--- config.mk ---
export PLATFORM = sky130hd
export DESIGN_NAME = uart_tx_fifo_flat
export DESIGN_NICKNAME = d
export VERILOG_FILES = /design/src/rtl/uart_tx_fifo_if.sv /design/src/rtl/uart_tx_fifo.sv /design/src/flat_wrapper.sv
export SDC_FILE = /design/constraint.sdc
export NUM_CORES = 1
export LEC_CHECK = 0
export CAP_MARGIN = 20
export CORE_MARGIN = 1
export CORE_UTILIZATION = 45
export CTS_CLUSTER_SIZE = 30
export DETAILED_ROUTE_END_ITERATION = 10
export SYNTH_ARGS = -nofsm -noshare
export SYNTH_HDL_FRONTEND = slang
export SYNTH_SLANG_ARGS = --single-unit
--- constraint.sdc ---
create_clock -name clk -period 4.1 [get_ports clk]
set_input_delay 0.82 -clock clk [delete_from_list [all_inputs] [get_ports clk]]
set_output_delay 0.82 -clock clk [all_outputs]
set_load 0.02 [all_outputs]
--- src/rtl/uart_tx_fifo_if.sv ---
// uart_tx_fifo_if: character input, transmit handshake and status bundle for uart_tx_fifo.
// The FIFO itself connects through the slave modport. The upstream source and the
// transmit controller connect through the master modport.
interface uart_tx_fifo_if #(
    parameter int unsigned AW = 4
);
    logic          in_valid;
    logic [7:0]    in_data;
    logic          in_ready;
    logic          tx_ready;
    logic          tx_send;
    logic [7:0]    tx_data;
    logic [AW:0]   level;
    logic          overflow;
    logic [7:0]    drop_count;

    modport slave (
        input  in_valid, in_data, tx_ready,
        output in_ready, tx_send, tx_data, level, overflow, drop_count
    );

    modport master (
        output in_valid, in_data, tx_ready,
        input  in_ready, tx_send, tx_data, level, overflow, drop_count
    );
endinterface

--- src/rtl/uart_tx_fifo.sv ---
// uart_tx_fifo: character FIFO with SEND/READY sequencer and overflow accounting.
// Optional macro UART_TX_CRLF_EN inserts a CR ahead of every LF, without
// consuming a FIFO entry for the CR.
module uart_tx_fifo #(
    parameter int unsigned DEPTH = 16,
    parameter int unsigned AW    = $clog2(DEPTH)
) (
    input  logic           clk,
    input  logic           resetn,
    uart_tx_fifo_if.slave  bus
);
    localparam int unsigned PW = AW + 1;

    typedef enum logic [1:0] {
        S_IDLE = 2'd0,
        S_SEND = 2'd1,
        S_WAIT = 2'd2
    } state_t;

    state_t        r_state;
    state_t        w_state_nxt;
    logic [7:0]    r_mem [DEPTH];
    logic [PW-1:0] r_wptr;
    logic [PW-1:0] r_rptr;
    logic          r_tx_send;
    logic [7:0]    r_tx_data;
    logic          r_overflow;
    logic [7:0]    r_drop_count;

    logic          w_full;
    logic          w_empty;
    logic          w_push;
    logic          w_drop;
    logic          w_pop;
    logic          w_load;
    logic          w_send_nxt;
    logic [7:0]    w_load_data;
    logic [7:0]    w_head;
`ifdef UART_TX_CRLF_EN
    logic          r_cr_done;
    logic          w_cr_set;
    logic          w_cr_clr;
`endif

    assign w_empty = (r_wptr == r_rptr);
    assign w_full  = (r_wptr[AW-1:0] == r_rptr[AW-1:0]) && (r_wptr[AW] != r_rptr[AW]);
    assign w_push  = bus.in_valid && !w_full;
    assign w_drop  = bus.in_valid && w_full;
    assign w_head  = r_mem[r_rptr[AW-1:0]];

    // Sequencer next state: offer the head in IDLE, hold in SEND until accepted,
    // then wait in WAIT for the controller to become ready again.
    always_comb begin
        w_state_nxt = r_state;
        w_send_nxt  = r_tx_send;
        w_pop       = 1'b0;
        w_load      = 1'b0;
        w_load_data = w_head;
`ifdef UART_TX_CRLF_EN
        w_cr_set    = 1'b0;
        w_cr_clr    = 1'b0;
`endif
        case (r_state)
            S_IDLE: begin
                if (!w_empty && bus.tx_ready) begin
                    w_load      = 1'b1;
                    w_send_nxt  = 1'b1;
                    w_state_nxt = S_SEND;
`ifdef UART_TX_CRLF_EN
                    // The LF stays at the head while its CR goes out first.
                    if (w_head == 8'h0A && !r_cr_done) begin
                        w_load_data = 8'h0D;
                        w_cr_set    = 1'b1;
                    end else begin
                        w_pop    = 1'b1;
                        w_cr_clr = 1'b1;
                    end
`else
                    w_pop = 1'b1;
`endif
                end
            end
            S_SEND: begin
                if (!bus.tx_ready) begin
                    w_send_nxt  = 1'b0;
                    w_state_nxt = S_WAIT;
                end
            end
            S_WAIT: begin
                if (bus.tx_ready) begin
                    w_state_nxt = S_IDLE;
                end
            end
            default: begin
                w_send_nxt  = 1'b0;
                w_state_nxt = S_IDLE;
            end
        endcase
    end

    // Sequencer state and the registered send request and offered character.
    always_ff @(posedge clk) begin
        if (!resetn) begin
            r_state   <= S_IDLE;
            r_tx_send <= 1'b0;
            r_tx_data <= 8'h00;
        end else begin
            r_state   <= w_state_nxt;
            r_tx_send <= w_send_nxt;
            if (w_load) begin
                r_tx_data <= w_load_data;
            end
        end
    end

    // Read and write pointers. The extra MSB tells full apart from empty.
    always_ff @(posedge clk) begin
        if (!resetn) begin
            r_wptr <= '0;
            r_rptr <= '0;
        end else begin
            if (w_push) begin
                r_wptr <= r_wptr + PW'(1);
            end
            if (w_pop) begin
                r_rptr <= r_rptr + PW'(1);
            end
        end
    end

    // Character storage. It has no reset because the pointers define what is valid.
    always_ff @(posedge clk) begin
        if (w_push) begin
            r_mem[r_wptr[AW-1:0]] <= bus.in_data;
        end
    end

    // Overflow tracking: sticky flag and saturating drop counter.
    always_ff @(posedge clk) begin
        if (!resetn) begin
            r_overflow   <= 1'b0;
            r_drop_count <= 8'h00;
        end else if (w_drop) begin
            r_overflow <= 1'b1;
            if (r_drop_count != 8'hFF) begin
                r_drop_count <= r_drop_count + 8'd1;
            end
        end
    end

`ifdef UART_TX_CRLF_EN
    // Records that the CR for the LF at the head has already been sent.
    always_ff @(posedge clk) begin
        if (!resetn) begin
            r_cr_done <= 1'b0;
        end else if (w_cr_set) begin
            r_cr_done <= 1'b1;
        end else if (w_cr_clr) begin
            r_cr_done <= 1'b0;
        end
    end
`endif

    assign bus.in_ready   = !w_full;
    assign bus.tx_send    = r_tx_send;
    assign bus.tx_data    = r_tx_data;
    assign bus.level      = r_wptr - r_rptr;
    assign bus.overflow   = r_overflow;
    assign bus.drop_count = r_drop_count;
endmodule

--- src/flat_wrapper.sv ---
// flat-port wrapper written by rule: the top's interface ports become plain ports
module uart_tx_fifo_flat 
#(
    parameter int unsigned DEPTH = 16,
    parameter int unsigned AW    = $clog2(DEPTH)
)
  (clk, resetn, bus_in_valid, bus_in_data, bus_tx_ready, bus_in_ready, bus_tx_send, bus_tx_data, bus_level, bus_overflow, bus_drop_count);
  uart_tx_fifo_if #(.AW(AW)) bus_i ();
  input  logic clk;
  input  logic resetn;
  input wire logic [$bits(bus_i.in_valid)-1:0] bus_in_valid;
  input wire logic [$bits(bus_i.in_data)-1:0] bus_in_data;
  input wire logic [$bits(bus_i.tx_ready)-1:0] bus_tx_ready;
  output wire logic [$bits(bus_i.in_ready)-1:0] bus_in_ready;
  output wire logic [$bits(bus_i.tx_send)-1:0] bus_tx_send;
  output wire logic [$bits(bus_i.tx_data)-1:0] bus_tx_data;
  output wire logic [$bits(bus_i.level)-1:0] bus_level;
  output wire logic [$bits(bus_i.overflow)-1:0] bus_overflow;
  output wire logic [$bits(bus_i.drop_count)-1:0] bus_drop_count;
  assign bus_i.in_valid = bus_in_valid;
  assign bus_i.in_data = bus_in_data;
  assign bus_i.tx_ready = bus_tx_ready;
  assign bus_in_ready = bus_i.in_ready;
  assign bus_tx_send = bus_i.tx_send;
  assign bus_tx_data = bus_i.tx_data;
  assign bus_level = bus_i.level;
  assign bus_overflow = bus_i.overflow;
  assign bus_drop_count = bus_i.drop_count;
  uart_tx_fifo #(.DEPTH(DEPTH), .AW(AW)) u_core (.clk(clk), .resetn(resetn), .bus(bus_i));
endmodule
* Yosys cells after proc, flatten, opt, wreduce, memory -nomap -nowiden
Memories as Yosys holds them, arrays and structs flattened. A register that Yosys moved wholly into a read port is not among the register bits.
Cells that the tools add are included.
** Word-level totals
- Register bits after elaboration :: 22
- Memory bits (writable) :: 128
- Input port bits :: 12
- Output and inout port bits :: 24
- Word-level logic and storage cells :: 43
- Memories kept :: 1
** Operators by class
- Add/sub/neg operators :: 4
- Equal/unequal tests :: 9
- Mux-type cells :: 11
- Bitwise gates (word level) :: 1
- Reductions and logical operators :: 11
** Memories
- u_core.r_mem :: depth 16, bits a word 8, rd ports 1, clocked after Yosys merged registers in 1, write ports 1, RTL line uart_tx_fifo.sv:22 : logic [7:0] r_mem [DEPTH];
** Operators with widths (count)
- adder 5 x 1 -> 5 bit, second input constant :: 2
- adder 8 x 1 -> 8 bit, second input constant :: 1
- inequality test 8 bit, second input constant :: 1
- 2-to-1 mux 1 bit :: 6
- 2-to-1 mux 2 bit :: 3
- case mux 2 bit (3 select lines) :: 1
- AND reduction 3 bit :: 2
- equality test 5 bit :: 1
- subtractor 5 bit :: 1
- equality test 4 bit :: 1
- logical AND 1 bit :: 4
- inequality test 2 bit, second input constant :: 2
- zero test 1 bit :: 3
- case mux 1 bit (3 select lines) :: 1
- equality test 2 x 1 -> 1 bit, second input constant :: 1
- equality test 2 bit, second input constant :: 1
- zero test 2 bit :: 1
- inequality test 2 x 1 -> 1 bit, second input constant :: 1
- AND reduction 2 bit :: 1
- inequality test 1 bit :: 1
- NOT 1 bit :: 1

* Logic depth before layout (Yosys ltp)
Gate-level depths: netlist (run 1).
- Depth after elaboration :: 6
- Mapped depth :: 10

* Worst setup path after synthesis (run 1)
Ideal clock, no wire load.
- Path type :: register to register
- Start point :: register u_core.r_rptr[1]
- End point :: memory u_core.r_mem[2][0] (enable)
- Setup time :: 383 ps
- Data arrival time :: 2797 ps
- Path slack :: 920 ps
- Cell stages (with the launch flop) :: 10
- Path buffers :: 3
- Cell sequence :: dfxtp_1 > buf_2 > buf_2 > inv_1 > ha_1 > and4_1 > clkbuf_1 > a21boi_1 > nand2_1 > nor3_1
** Between the ends
- Word-level cells in the longest chain between the ends :: 6
** Ends and longest elaborated chain
- start, declared :: RTL line uart_tx_fifo.sv:24 : logic [PW-1:0] r_rptr;
- start signal, assigned :: RTL line uart_tx_fifo.sv:126 : r_rptr <= r_rptr + PW'(1);
- equality test 4 bit :: RTL line uart_tx_fifo.sv:46 : assign w_full = (r_wptr[AW-1:0] == r_rptr[AW-1:0]) && (r_wptr[AW] != r_rptr[AW]);
- logical AND 1 bit :: RTL line uart_tx_fifo.sv:46
- zero test 1 bit :: RTL line uart_tx_fifo.sv:47 : assign w_push = bus.in_valid && !w_full;
- logical AND 1 bit :: RTL line uart_tx_fifo.sv:47
- 2-to-1 mux 1 bit :: RTL line uart_tx_fifo.sv:133 : if (w_push) begin
- 2-to-1 mux 1 bit (not written as such) :: RTL line uart_tx_fifo.sv:134 : r_mem[r_wptr[AW-1:0]] <= bus.in_data;
- end, declared :: RTL line uart_tx_fifo.sv:22
No other way between the ends.

* Final worst setup path (run 1)
- Start point :: register u_core.r_wptr[0]
- End point :: output bus_level[4]
** Between the ends
- Word-level cells in the longest chain between the ends :: 1
** Ends and longest elaborated chain
- start, declared :: RTL line uart_tx_fifo.sv:23 : logic [PW-1:0] r_wptr;
- start signal, assigned :: RTL line uart_tx_fifo.sv:123 : r_wptr <= r_wptr + PW'(1);
- subtractor 5 bit :: RTL line uart_tx_fifo.sv:167 : assign bus.level = r_wptr - r_rptr;
- end, declared :: RTL line flat_wrapper.sv:17 : output wire logic [$bits(bus_i.level)-1:0] bus_level;
No other way between the ends.

==> results of run 1 <==
## cells in the final DEF, fill, tap and decap left out, drive strengths merged, types with 2 or more instances in the layout
cell	instances
xor2	5
clkinvlp	2
a21o	3
buf	11
mux4	8
dfxtp	30
clkinv	7
a21boi	2
clkbuf	18
nand4	3
a221oi	8
clkdlybuf4s50	35
a21oi	19
o22ai	16
xnor2	6
or4	2
mux2i	52
nand2	9
nor4b	2
nand2b	3
or3	4
inv	14
bufinv	2
nor2	23
nand3	6
o31ai	2
o21ai	22
nand3b	2
ha	10
nor3	16
o211ai	2
edfxtp	128
## cell usage after synthesis (3+ instances only)
cell type / number
nand2_1: 9
or3_1: 4
xnor2_1: 6
nand2b_1: 3
a21oi_1: 19
inv_1: 11
nor3_1: 16
nand3_1: 6
nand4_1: 3
clkbuf_1: 12
a21o_1: 3
mux2i_1: 52
edfxtp_1: 128
ha_1: 10
nor2_1: 23
xor2_1: 4
buf_2: 6
o22ai_1: 16
o21ai_0: 21
mux4_2: 8
dfxtp_1: 30
a221oi_1: 8
## state kept, by name, summed over array words and instances, names as in the netlist
signal / count
u_core.r_mem: 128
u_core.bus.tx_data: 8
u_core.r_rptr: 5
u_core.bus.tx_send: 1
u_core.r_wptr: 5
u_core.bus.overflow: 1
u_core.bus.drop_count: 8
u_core.r_state: 2
## power groups by stage
stage | logic [uW] | registers, uW | clock network (uW)
final | 485 | 1800 | 1520
after global routing | 526 | 1810 | 1610
after CTS | 489 | 1800 | 1540
after detailed placement | 488 | 1840 | 0
after global placement | 482 | 1840 | 0
after floorplan | 276 | 1850 | 0
## kinds of logic after synthesis
group / count (synthesis) / synth area share [%]
compound gates: 78 / 7.67
xor+xnor: 11 / 1.62
fa+ha+maj: 11 / 2.26
buf+inv: 32 / 2.05
flops: 158 / 69.3
mux: 60 / 10.9
simple gates: 77 / 6.15
## through the flow
| stage | instance area [um^2] | std cells | worst slack (ns) |
|---|---|---|---|
| 3_3_place_gp | 6980 | 632 | 1.01 |
| 2_1_floorplan | 6410 | 427 | 0.920 |
| 6_report | 7550 | 664 | 0.687 |
| 4_1_cts | 7550 | 664 | 0.658 |
| 3_5_place_dp | 6980 | 632 | 0.932 |
| 5_1_grt | 7550 | 664 | 0.531 |
## final cells by class
class	count	area [um^2]	area share, %
flip-flops and latches	158	4450	58.9
multi-input cells	237	1840	24.3
repair buffers	46	433	5.73
clock buffers	18	429	5.68
well taps	180	225	2.98
clock inverters	14	141	1.87
inverters	11	41.3	0.547
## layer usage
layer	routed length, um	up-vias	GRT usage (%)
li1	-	1745	-
met1	6090	1877	26.8
met2	6670	123	32.3
met3	757	16	4.79
met4	239	0	7.41
met5	0	-	0
## worst register-to-register path: stages (launching register included)
cell	delay, ns
dfxtp_1	0.69
inv_1	0.10
ha_1	0.37
and4_1	0.29
a21boi_1	0.45
nand2_1	0.21
nor2_1	0.61
## final timing paths
kind,startpoint,end,slack (ns),cells after the start
max,u_core.r_wptr[0]$_SDFFE_PN0P_,bus_level[4],0.69,8
min,u_core.bus.overflow$_SDFFE_PN0P_,u_core.bus.overflow$_SDFFE_PN0P_,0.48,2
max reg2reg,u_core.r_rptr[3]$_SDFFE_PN0P_,u_core.r_mem[4][0]$_DFFE_PP_,1.01,6
min reg2reg,u_core.bus.overflow$_SDFFE_PN0P_,u_core.bus.overflow$_SDFFE_PN0P_,0.48,2
==> flow_metrics.py, run 1 <==
metrics = {
    "timing": {
        "hold_ws_ns": 0.478,
        "worstMarginPinSlew_ns": 0.863,
        "hold_viol": 0,
        "fmax_mhz": 293,
        "relSlewSlack_pct": 42.2,
        "slew_viol_final": 0,
        "fin_crit_sh_pct": 83.2,
        "rsz0062_at_grt": "false",
        "min_period_ns": 3.41,
        "fin_skew_ns": 0.00778,
        "finalSetupViolations": 0,
        "finalSetupTns_ns": 0,
    },
    "synth": {
        "synth_flop_cell": "edfxtp_1",
        "ys_ff_latch": 158,
        "synthTopCellsByArea": "edfxtp_1, dfxtp_1, mux2i_1",
        "yosys.area.top_type": "edfxtp_1",
        "postSynthNetCount": 450,
        "yosysTopAreaCellShare_pct": 60.0,
        "synth_edf_count": 128,
        "syn_inst": 427,
        "synth-async-reset-ratio_pct": 0,
        "ys_warn_count": 0,
        "avgSynthCellArea_um2": 15.0,
        "synth_cell_types": 44,
        "syn-cell-area_mm2": 0.00641,
        "synth-seq-area-share_pct": 69.3,
    },
    "clocking": {
        "ctsHoldBuffers": 0,
        "htree_levels": 4,
        "post_cts_buffers": 0,
        "clk_latency_ns": 0.42,
        "cts_buffers": 17,
        "clockRootBuffer": "clkbuf_16",
        "ctsResizeCount": 0,
        "clkSinkCount": 158,
        "clockBufferDepth": 2,
        "cts_tree": "yes",
        "cts.clk_slew.worst_paths_ns": 0.06,
    },
    "finish": {
        "post-route-util_pct": 54.4,
        "fill_cells": 1131,
        "area_delta_synth_final_pct": 17.8,
        "diodes": 0,
        "nets": 494,
        "layout-drive-gt1-share_pct": 10.7,
    },
    "worst_setup_path": {
        "path_buf_inv": 3,
        "critical_path_required_ns": 3.28,
        "crit_path_end_kind": "output pin",
        "critPathSlowestCell": "clkdlybuf4s50_1",
        "worst-path-max-fanout": 5,
        "critPathTopFamily": "buffers and inverters",
        "critical_path.cell_chain": "inv_1, ha_1, inv_1, fa_1, a21o_1, a21oi_1, xnor2_1, clkdlybuf4s50_1",
        "path_common_cell": "inv_1",
        "cp-start-kind": "register",
        "cp.arrival_ns": 2.59,
        "max_stage_delay_ns": 0.62,
        "critPathKind": "register to output pin",
    },
    "die": {
        "die_h_um": 121,
        "io_pins": 36,
        "dieArea_mm2": 0.0147,
        "rows": 43,
        "die_w_um": 121,
        "core_area_mm2": 0.0139,
        "initial_core_util_pct": 46.2,
    },
    "place": {
        "portBuffers": 35,
        "hpwl_mm": 9.11,
        "gp_congestion": 0.823,
    },
    "power": {
        "seq_power_share_pct": 47.3,
        "power_uw": 3810,
        "p_sw_share_pct": 24.6,
        "power.share.combinational_pct": 12.7,
        "intPower_uw": 2870,
        "switchingPower_uw": 938,
        "cellPowerDensity_mw_per_mm2": 505,
        "clock_power_share_pct": 39.9,
        "vdd_drop_max_uv": 286,
        "leakagePower_uw": 0.00238,
    },
    "grt": {
        "grt_max_degree": 32,
        "grt.total_usage_pct": 20.2,
        "grt_pass1_wl_mm": 21.1,
        "overflow": 0,
        "grt_pass1_vias": 3738,
        "antenna_found_initial": 0,
    },
    "worst_hold_path": {
        "min_path_type": "register to register",
    },
    "status": {
        "status": "complete, no violations",
    },
    "drt": {
        "first_pass_iters": 5,
        "routed_wl_mm": 13.8,
        "viasPerCell": 5.66,
        "drc": 0,
        "post_drt_wl_per_cell_um": 20.7,
        "drtAntennaViolNets": 0,
        "drt_iter0_markers": 364,
        "vias": 3761,
    },
    "job": {
        "maxCapViolations": 0,
    },
}
(Power assumes the default switching activity.)
==> run 2: changes to the inputs <==
clock period = 3.55 ns   (was 4.1 ns; I/O delays follow)
==> flow_metrics.py, run 2 (synthesized netlist as in run 1, its figures left out) <==
metrics = {
    "finish": {
        "multi_input_area_mm2": 0.00184,
        "seqCellArea_mm2": 0.00445,
        "area_delta_synth_final_pct": 19.9,
        "fill_cells": 1110,
        "layout-drive-gt1-share_pct": 11.8,
        "final_common_cell": "edfxtp_1",
        "stdcell_area_mm2": 0.00769,
        "largest_reg_flops": 128,
        "diodes": 0,
        "stdcell_count": 671,
        "final_cell_mix": "edfxtp_1, mux2i_1, clkdlybuf4s50_1, dfxtp_1, nor2_1",
        "nets": 502,
    },
    "die": {
        "initial_core_util_pct": 46.2,
        "die_w_um": 121,
        "die_h_um": 121,
        "dieArea_mm2": 0.0147,
        "rows": 43,
        "core_area_mm2": 0.0139,
        "io_pins": 36,
    },
    "timing": {
        "finalSetupViolations": 0,
        "finalSetupTns_ns": 0,
        "fin_ws_ns": 0.231,
        "hold_viol": 0,
        "relSlewSlack_pct": 44.5,
        "slew_viol_final": 0,
        "rsz0062_at_grt": "false",
        "fin_skew_ns": 0.0145,
        "worstMarginPinSlew_ns": 0.827,
        "fin_crit_sh_pct": 93.5,
        "hold_ws_ns": 0.475,
        "min_period_ns": 3.32,
        "fmax_mhz": 301,
    },
    "worst_setup_path": {
        "critPathKind": "register to output pin",
        "crit_path_end_kind": "output pin",
        "critical_path_required_ns": 2.84,
        "cp.arrival_ns": 2.61,
        "worst-path-max-fanout": 5,
        "cp-start-kind": "register",
        "reg2regPathDepth": 6,
    },
    "clocking": {
        "clockRootBuffer": "clkbuf_16",
        "clockBufferDepth": 2,
        "htree_levels": 4,
        "ctsHoldBuffers": 0,
        "clkSinkCount": 158,
        "cts.clk_slew.worst_paths_ns": 0.06,
        "clk_latency_ns": 0.42,
        "post_cts_buffers": 0,
        "ctsResizeCount": 0,
        "cts_tree": "yes",
        "cts_buffers": 17,
    },
    "drt": {
        "drt_iter0_markers": 276,
        "drc": 0,
        "routed_wl_mm": 13.8,
        "vias": 3714,
        "first_pass_iters": 4,
        "post_drt_wl_per_cell_um": 20.6,
        "drtAntennaViolNets": 0,
        "viasPerCell": 5.54,
    },
    "power": {
        "cellPowerDensity_mw_per_mm2": 604,
        "leakagePower_uw": 0.00246,
        "vdd_drop_max_uv": 444,
    },
    "worst_hold_path": {
        "whs_path_depth": 2,
        "min_path_type": "register to register",
    },
    "job": {
        "maxCapViolations": 0,
    },
    "grt": {
        "grt_max_degree": 32,
        "grt_pass1_wl_mm": 21.2,
        "antenna_found_initial": 0,
        "grt_pass1_vias": 3682,
        "overflow": 0,
        "grt.total_usage_pct": 20.3,
    },
    "status": {
        "status": "complete, no violations",
    },
    "place": {
        "placed_cell_area_mm2": 0.00704,
        "gp_congestion": 0.816,
        "pre_cts_ws_ns": 0.681,
        "place_inst": 640,
        "portBuffers": 35,
        "hpwl_mm": 9.12,
    },
}
==> run 2: cell types whose count changed in the layout (fill, tap and decap cells not counted) <==
cell / before / now
clkinvlp_4: 2 / 0
bufinv_16: 2 / 6
clkinv_2: 3 / 2
inv_6: 3 / 1
buf_4: 11 / 19
clkbuf_1: 1 / 2
clkinv_4: 2 / 1
==> run 2: worst paths after layout <==
kind | start | to | slack [ns]
worst min register to register | u_core.bus.overflow$_SDFFE_PN0P_ | u_core.bus.overflow$_SDFFE_PN0P_ | 0.48
worst max-delay path | u_core.r_wptr[0]$_SDFFE_PN0P_ | bus_level[4] | 0.23
worst max register to register | u_core.r_wptr[3]$_SDFFE_PN0P_ | u_core.r_mem[0][0]$_DFFE_PP_ | 0.98
worst min-delay path | u_core.bus.overflow$_SDFFE_PN0P_ | u_core.bus.overflow$_SDFFE_PN0P_ | 0.48
==> run 2: layout make-up <==
class	count	share of cell area [%]
Tap cell	180	2.93
Sequential cell	158	57.8
Clock inverter	12	2.80
Clock buffer	19	5.63
Multi-Input combinational cell	237	23.9
Inverter	11	0.537
Timing Repair Buffer	54	6.41
==> run 2: layer usage <==
layer / GRT usage [%] / wire length (um) / up-vias / part of all wire, %
li1: - / - / 1762 / -
met1: 26.7 / 6010 / 1833 / 44
met2: 32.3 / 6740 / 108 / 49
met3: 5.08 / 842 / 11 / 6.1
met4: 7.95 / 209 / 0 / 1.5
met5: 0 / 0 / - / 0
==> run 2: power by group <==
group	leakage [uW]	internal [uW]	total, uW	switching [uW]
sequential	0.00140	2050	2080	31.6
clock	0.000316	1310	1990	684
combinational	0.000746	232	562	330
total	0.00246	3590	4640	1050
==> run 2: worst max-delay path, cell delays in order (launching register included) <==
cell and delay, ns:
dfxtp_1 0.35, inv_1 0.12, ha_1 0.15, inv_1 0.06, fa_1 0.41, a21o_1 0.18
a21oi_1 0.18, xnor2_1 0.13, clkdlybuf4s50_1 0.61
==> run 2: stage by stage <==
step / power, uW / util [%]
CTS: 4680 / 55.4
floorplan: 2460 / -
global placement: 2680 / 50.7
finish: 4640 / 55.4
detailed placement: 2690 / 50.7
global route: 4800 / 55.4
==> run 3: changes to the inputs <==
CAP_MARGIN = default   (was 20)
==> results of run 3 <==
Same layout as run 2: the final DEF is identical, and so are final timing and power.
